==> src/rtl/ps2_key_decoder.sv <==
// ps2_key_decoder: PS/2 device-to-host receiver turning set-2 scan codes into held-key levels
module ps2_key_decoder #(
  parameter int TIMEOUT_CYCLES = 50000
) (
  input  logic       clk,
  input  logic       reset,
  input  logic       ps2_clk_in,
  input  logic       ps2_dat_in,
  output logic       scan_valid,
  output logic [7:0] scan_code,
  output logic       frame_err,
  output logic       shoot,
  output logic       forward,
  output logic       rotate_left,
  output logic       rotate_right
);
  localparam int W = $clog2(TIMEOUT_CYCLES);
  localparam logic [W-1:0] TO_MAX = W'(TIMEOUT_CYCLES - 1);
  typedef enum logic [1:0] {IDLE, DATA, PARITY, STOP} state_t;
  state_t r_state, w_next;
  logic [1:0] r_clk_s, r_dat_s;
  logic r_clk_prev, r_par, r_ext, r_brk, r_scan_valid, r_frame_err;
  logic [2:0] r_bit_cnt;
  logic [7:0] r_data, r_scan_code;
  logic [6:0] r_held, w_hit;
  logic [W-1:0] r_idle_cnt;
  logic w_fall, w_dat, w_to, w_good, w_bad;
  assign w_fall = r_clk_prev & ~r_clk_s[1];
  assign w_dat  = r_dat_s[1];
  assign w_to   = (r_state != IDLE) && !w_fall && (r_idle_cnt == TO_MAX);
  assign w_good = (r_state == STOP) && w_fall && (^r_data ^ r_par) && w_dat;
  assign w_bad  = (r_state == STOP) && w_fall && !((^r_data ^ r_par) && w_dat);
  // Bit order matches held[6:0]: D, Right, A, Left, W, Up, Space
  assign w_hit = {{r_ext, r_scan_code} == 9'h023, {r_ext, r_scan_code} == 9'h174,
                  {r_ext, r_scan_code} == 9'h01C, {r_ext, r_scan_code} == 9'h16B,
                  {r_ext, r_scan_code} == 9'h01D, {r_ext, r_scan_code} == 9'h175,
                  {r_ext, r_scan_code} == 9'h029};
  always_comb begin
    w_next = r_state;
    if (w_to)
      w_next = IDLE;
    else if (w_fall)
      case (r_state)
        IDLE:    w_next = w_dat ? IDLE : DATA;
        DATA:    w_next = (r_bit_cnt == 3'd7) ? PARITY : DATA;
        PARITY:  w_next = STOP;
        default: w_next = IDLE;
      endcase
  end
  always_ff @(posedge clk) begin
    if (reset) begin
      r_clk_s      <= '0;
      r_dat_s      <= '0;
      r_clk_prev   <= 1'b0;
      r_state      <= IDLE;
      r_bit_cnt    <= '0;
      r_data       <= '0;
      r_par        <= 1'b0;
      r_idle_cnt   <= '0;
      r_scan_valid <= 1'b0;
      r_frame_err  <= 1'b0;
      r_scan_code  <= '0;
      r_ext        <= 1'b0;
      r_brk        <= 1'b0;
      r_held       <= '0;
    end else begin
      r_clk_s      <= {r_clk_s[0], ps2_clk_in};
      r_dat_s      <= {r_dat_s[0], ps2_dat_in};
      r_clk_prev   <= r_clk_s[1];
      r_state      <= w_next;
      r_idle_cnt   <= (w_fall || r_state == IDLE) ? '0 : r_idle_cnt + W'(1);
      r_scan_valid <= w_good;
      r_frame_err  <= w_bad | w_to;
      if (w_fall && r_state == IDLE) r_bit_cnt <= '0;
      if (w_fall && r_state == DATA) begin
        r_data[r_bit_cnt] <= w_dat;
        r_bit_cnt         <= r_bit_cnt + 3'd1;
      end
      if (w_fall && r_state == PARITY) r_par <= w_dat;
      if (w_good) r_scan_code <= r_data;
      if (r_frame_err) begin
        r_ext <= 1'b0;
        r_brk <= 1'b0;
      end else if (r_scan_valid) begin
        if (r_scan_code == 8'hE0) r_ext <= 1'b1;
        else if (r_scan_code == 8'hF0) r_brk <= 1'b1;
        else begin
          r_held <= r_brk ? (r_held & ~w_hit) : (r_held | w_hit);
          r_ext  <= 1'b0;
          r_brk  <= 1'b0;
        end
      end
    end
  end
  assign scan_valid   = r_scan_valid;
  assign scan_code    = r_scan_code;
  assign frame_err    = r_frame_err;
  assign shoot        = r_held[0];
  assign forward      = r_held[1] | r_held[2];
  assign rotate_left  = r_held[3] | r_held[4];
  assign rotate_right = r_held[5] | r_held[6];
endmodule

==> config.mk <==
export PLATFORM = sky130hd
export DESIGN_NAME = ps2_key_decoder
export DESIGN_NICKNAME = d
export VERILOG_FILES = /design/src/rtl/ps2_key_decoder.sv
export SDC_FILE = /design/constraint.sdc
export NUM_CORES = 1
export LEC_CHECK = 0
export ABC_AREA = 0
export CAP_MARGIN = 20
export CELL_PAD_IN_SITES_DETAIL_PLACEMENT = 1
export CELL_PAD_IN_SITES_GLOBAL_PLACEMENT = 1
export CORE_ASPECT_RATIO = 1.25
export CORE_UTILIZATION = 28
export DETAILED_ROUTE_END_ITERATION = 12
export PLACE_DENSITY = 0.56
export SETUP_SLACK_MARGIN = 0.3
export SLEW_MARGIN = 20
export SYNTH_ARGS = -nofsm -noshare
export SYNTH_HDL_FRONTEND = slang
export SYNTH_SLANG_ARGS = --single-unit
==> constraint.sdc <==
create_clock -name clk -period 4.15 [get_ports clk]
set_input_delay 0.6225 -clock clk [delete_from_list [all_inputs] [get_ports clk]]
set_output_delay 0.6225 -clock clk [all_outputs]
set_load 0.01 [all_outputs]
==> impl_metrics.tcl, run 1 <==
set metrics [dict create \
    min_path_type "flop to flop" \
    n_antenna_cell 0 \
    via_per_inst 4.84 \
    grt_start_max_net_pins 19 \
    wirelength_um 5970 \
    rows 38 \
    rsz0062_at_grt "false" \
    pre_cts_ws_ps 1710 \
    regArea_um2 1080 \
    power.density_nw_per_um2 304 \
    p_leak_nw 0.946 \
    clock-root-buffer "clkbuf_8" \
    syn-cell-area_um2 2530 \
    drtAntennaViolNets 0 \
    required_ps 4360 \
    cts_setup_buffers 0 \
    numCtsBuffers 5 \
    cp-start-kind "primary input" \
    yosys_most_used_dff "dfxtp_1" \
    hold_buffers 0 \
    async_flop_share_pct 0 \
    synthToLayoutAreaGrowth_pct 15.0 \
    core_um2 8750 \
    clk_pin_slew_worst_paths_ps 100 \
    dieArea_um2 9440 \
    critical_path_depth 3 \
    critical_path.top_delay_family "buffers and inverters" \
    grt-ovfl-total 0 \
    fin_util_pct 33.3 \
    max_stage_delay_ps 780 \
    numClockSinks 54 \
    ir_drop_uv 140 \
    cp.arrival_ps 2270 \
    netlist-cell-type-count 50 \
    timing.hold.ws_ps 448 \
    ys_ff_latch 54 \
    drt_iter0_drc 61 \
    slew_violations 0 \
    pin_count 18 \
    cp_num_buf_inv 2 \
    cp_max_fo 18 \
    critical_path_class "primary input to flop" \
    grt_use_total_pct 14.0 \
    ctsHtreeMaxLevel 2 \
    insertion_delay_ps 310 \
    die_h_um 108 \
    cts.repair.resized 0 \
    setup_ws_ps 2090 \
    nNetsFinal 299 \
    avgRoutedWirePerCell_um 14.5 \
    clk_path_buf_depth 2 \
    ys_seq_area_share_pct 42.6 \
    tns_ps 0 \
    drv_cap 0 \
    syn_area_per_cell_um2 8.99 \
    status "finished, final reports clean" \
    drive_above_1_share_pct 5.80 \
    dr_total_vias 1998 \
    port_buffers 17 \
    grt_pass1_wl_um 10000 \
    place.detailed.hpwl_um 4310 \
    min_period_ps 2060 \
    synth_warnings 0 \
    setup-violations-final 0 \
    p_total_w 0.000886 \
    fill_cells 1058 \
    multi_input_area_um2 1370 \
    tightest_slew_ps 587 \
    die_w_um 87.1 \
    finalHoldViolCount 0 \
    finClkSkew_ps 3.43 \
    finalCritPeriodShare_pct 49.6 \
    synth_edf_count 0 \
    initial_core_util_pct 29.0 \
    maxSlewHeadroom_pct 60.8 \
    max_clock_freq_mhz 486 \
    reg2reg_depth 4 \
    syn_inst 282 \
    grt_pass1_vias 1984 \
    drc_errors 0 \
    worst_setup_path_end_kind "flop" \
    hold-path-cell-count 1 \
    cts_tree "yes" \
    first_pass_iters 4 \
    syn_nets 289 \
    antenna_found_initial 0 \
    critPathSlowestCell "clkdlybuf4s50_1" \
    path_cells "clkdlybuf4s50_1 > clkinv_1 > and2_1" \
    place_congestion 0.737 \
]
==> report_power, final <==
part | internal [W] | switching, W
sequential | 0.000520 | 0.00000383
combinational | 0.00000621 | 0.0000108
clock | 0.000169 | 0.000176
total | 0.000695 | 0.000190
==> per-stage QoR <==
step           area (um^2)  std cells
6_report              2920        413
4_1_cts               2920        413
3_5_place_dp          2810        405
2_1_floorplan         2530        282
5_1_grt               2920        413
3_3_place_gp          2810        405
==> synthesized netlist by cell type, drive strengths merged, types with 8 or more instances <==
| cell | number | area, um^2 |
|---|---|---|
| nand3 | 11 | 55.1 |
| clkbuf | 13 | 48.8 |
| dfxtp | 54 | 1080 |
| nand2 | 25 | 93.8 |
| or3 | 8 | 55.1 |
| nand4 | 8 | 50.1 |
| xor2 | 9 | 78.8 |
| a21oi | 16 | 80.1 |
| nor2 | 27 | 101 |
| nor2b | 9 | 56.3 |
| o21ai | 9 | 45.0 |
| mux2i | 18 | 193 |
==> worst register-to-register path, delay by kind of cell (launching register included) <==
family	cells	cell delay (ps)
multiplexers	2	620
flip-flops	1	370
XOR/XNOR	1	470
AND/OR/NAND/NOR	1	350
==> cell families after synthesis <==
| kind of cell | after synthesis | synth area share [%] |
|---|---|---|
| xor+xnor | 16 | 6.66 |
| mux | 18 | 7.60 |
| fa+ha+maj | 3 | 1.48 |
| simple gates | 129 | 28.8 |
| flops | 54 | 42.6 |
| buf+inv | 23 | 3.45 |
| compound gates | 39 | 9.38 |
==> per-layer routing <==
layer / global-route usage, % / up-vias / wire length, um
li1: - / 1013 / -
met5: 0 / - / 0
met3: 2.75 / 7 / 126
met1: 16.1 / 958 / 2740
met2: 25.0 / 20 / 2990
met4: 6.32 / 0 / 115
==> cell usage in the layout, fill, tap and decap left out, types with 2 or more instances in the layout <==
master,count
ha_1,3
and4b_1,2
and3_1,3
and4_1,2
or2_2,3
o21ai_0,9
nor4b_1,3
nor3_1,4
nand4_1,8
clkdlybuf4s50_1,17
mux2i_1,17
a21oi_1,16
and2_1,4
nand2b_1,4
or4_1,4
a311oi_1,2
xnor2_1,5
clkbuf_8,8
nor2_1,27
or3_1,7
nor2b_1,9
o31ai_1,4
inv_1,7
nand3_1,11
nand2_1,25
nand4b_1,3
dfxtp_1,54
o211ai_1,2
xor2_1,9
==> final timing paths <==
kind / slack, ps / start / endpoint
worst max-delay path: 2090 / reset / scan_valid$_SDFF_PP0_
worst min-delay path: 450 / r_dat_s[0]$_SDFF_PP0_ / r_dat_s[1]$_SDFF_PP0_
worst max register to register: 2270 / r_data[7]$_SDFFE_PP0P_ / scan_code[0]$_SDFFE_PP0P_
worst min register to register: 450 / r_dat_s[0]$_SDFF_PP0_ / r_dat_s[1]$_SDFF_PP0_
==> area by class of cell <==
class | count | area share, %
Sequential cell | 54 | 37.1
Tap cell | 120 | 5.15
Clock buffer | 8 | 3.78
Inverter | 8 | 1.03
Timing Repair Buffer | 18 | 6.09
Multi-Input combinational cell | 205 | 46.9
Note: power is estimated with default switching activity, not from simulation.
==> inputs of run 2 (changes only) <==
- PLACE_DENSITY: 0.56 -> 0.58
- clock period: 4.15 -> 1.8 ns (I/O delays scaled with it)
==> run 2 against run 1 <==
Die area is the same. Hold slack lost 27 ps. Power grew to 2.5 times the previous value. Largest cell class unchanged. Non-clock buffer count grew 21. Utilization grew 4.8 points. First-iteration DRC count grew 28%. Via count grew 6.5%. Setup slack lost 2000 ps. Cell area grew 15%. Clock power grew to 2.9 times the previous value. Critical path depth grew 2. Sequential share of layout area shrank 3.6 points.
==> impl_metrics.tcl, run 2 (synthesis results as in run 1) <==
set metrics [dict create \
    status "finished, final reports clean" \
    antenna_found_initial 0 \
    mostFrequentLayoutCell "dfxtp_1" \
    grt_start_max_net_pins 19 \
    tns_ps 0 \
    slew_violations 0 \
    avgRoutedWirePerCell_um 14.5 \
    rows 38 \
    finalCritPeriodShare_pct 96.2 \
    multi_input_area_um2 1560 \
    timing.rr.start "r_data[0]$_SDFFE_PP0P_" \
    min_from "r_idle_cnt[0]$_SDFF_PP0_" \
    numCtsBuffers 5 \
    drtAntennaViolNets 0 \
    ctsHtreeMaxLevel 2 \
    nNetsFinal 320 \
    grt_use_total_pct 14.1 \
    place.detailed.hpwl_um 4490 \
    min_path_type "flop to flop" \
    clock-root-buffer "clkbuf_8" \
    fill_cells 1027 \
    core_um2 8750 \
    n_antenna_cell 0 \
    p_leak_nw 1.17 \
    initial_core_util_pct 29.0 \
    min_period_ps 1730 \
    place_congestion 0.789 \
    startpoint "r_data[0]$_SDFFE_PP0P_" \
    clk_path_buf_depth 2 \
    fin_util_pct 38.2 \
    power.density_nw_per_um2 674 \
    finalNonFillerCells 434 \
    synthToLayoutAreaGrowth_pct 31.7 \
    dp.cells 419 \
    setup-violations-final 0 \
    die_h_um 108 \
    max_stage_delay_ps 450 \
    finClkSkew_ps 6.96 \
    drc_errors 0 \
    path_cells "xor3_1 > or3_4 > mux2i_4 > buf_12 > mux2i_1" \
    drive_above_1_share_pct 29.6 \
    rsz0062_at_grt "true" \
    pin_count 18 \
    numClockSinks 54 \
    cp-start-kind "flop" \
    worst_setup_path_end_kind "flop" \
    grt_pass1_vias 2087 \
    critical_path_class "flop to flop" \
    via_per_inst 4.90 \
    grt_pass1_wl_um 10400 \
    maxSlewHeadroom_pct 70.0 \
    cts_tree "yes" \
    ir_drop_uv 389 \
    max_clock_freq_mhz 577 \
    clk_pin_slew_worst_paths_ps 100 \
    tightest_slew_ps 449 \
    port_buffers 17 \
    final_cell_mix "33 x dfxtp_1, 26 x nor2_1, 24 x nand2_1" \
    drt_iter0_drc 78 \
    cp_max_fo 9 \
    insertion_delay_ps 310 \
    timing.hold.ws_ps 421 \
    die_w_um 87.1 \
    critPathSlowestCell "xor3_1" \
    dieArea_um2 9440 \
    regArea_um2 1120 \
    drv_cap 0 \
    cp.arrival_ps 1970 \
    required_ps 2040 \
    dr_total_vias 2128 \
    finalHoldViolCount 0 \
    first_pass_iters 4 \
    grt-ovfl-total 0 \
    p_total_w 0.00225 \
    wirelength_um 6310 \
]
## run 2: changes by cell type in the layout (fill, tap and decap cells not counted), sizes merged
cell / before / now
dlygate4sd2: 0 / 8
bufinv: 0 / 2
clkdlybuf4s50: 17 / 4
dlymetal6s2s: 0 / 2
buf: 1 / 22
clkbuf: 8 / 6
clkdlybuf4s15: 0 / 3
## run 2: what timing repair did
item                                    4_1_cts  5_1_grt
resized for setup                            41       36
endpoints found under the hold margin         0        0
endpoints found under the setup margin       35       32
setup buffers                                 4        3
pin swaps                                     4       12
hold buffers                                  0        0
## run 2: final timing paths
kind | endpoint | slack (ps) | cells after the start
max | scan_code[2]$_SDFFE_PP0P_ | 70 | 5
min | r_idle_cnt[0]$_SDFF_PP0_ | 420 | 1
max reg2reg | scan_code[2]$_SDFFE_PP0P_ | 70 | 5
min reg2reg | r_idle_cnt[0]$_SDFF_PP0_ | 420 | 1
## run 2: per-stage QoR
step	instance area (um^2)	setup WS (ps)
finish	3340	68.2
global route	3340	-3.98
floorplan	2550	101
detailed placement	2930	80.3
global placement	2930	117
CTS	3180	61.8
## run 2: final cells by class
class,count,area share (%)
multi-input cells,205,46.6
flip-flops and latches,54,33.5
repair buffers,39,10.3
well taps,120,4.50
clock buffers,6,2.47
clock inverters,2,1.80
inverters,8,0.900
## run 2: power breakdown
| group | switching [W] | internal (W) | total [W] |
|---|---|---|---|
| clock | 0.000400 | 0.000593 | 0.000993 |
| sequential | 0.00000634 | 0.00119 | 0.00120 |
| combinational | 0.0000335 | 0.0000222 | 0.0000557 |
| total | 0.000440 | 0.00181 | 0.00225 |
## run 2: critical path, delay by kind of cell (launching register included)
family	cells	cell delay, ps
simple gates	1	360
buf+inv	1	160
flops	1	350
mux	2	350
xor+xnor	1	450
## run 2: layer usage
layer  up-vias  part of all wire [%]  global-route usage [%]
met5         -                     0                       0
met3         7                   2.1                    2.44
met1      1029                    43                    16.2
met2        29                    53                    25.8
li1       1063                     -                       -
met4         0                   1.7                    5.50
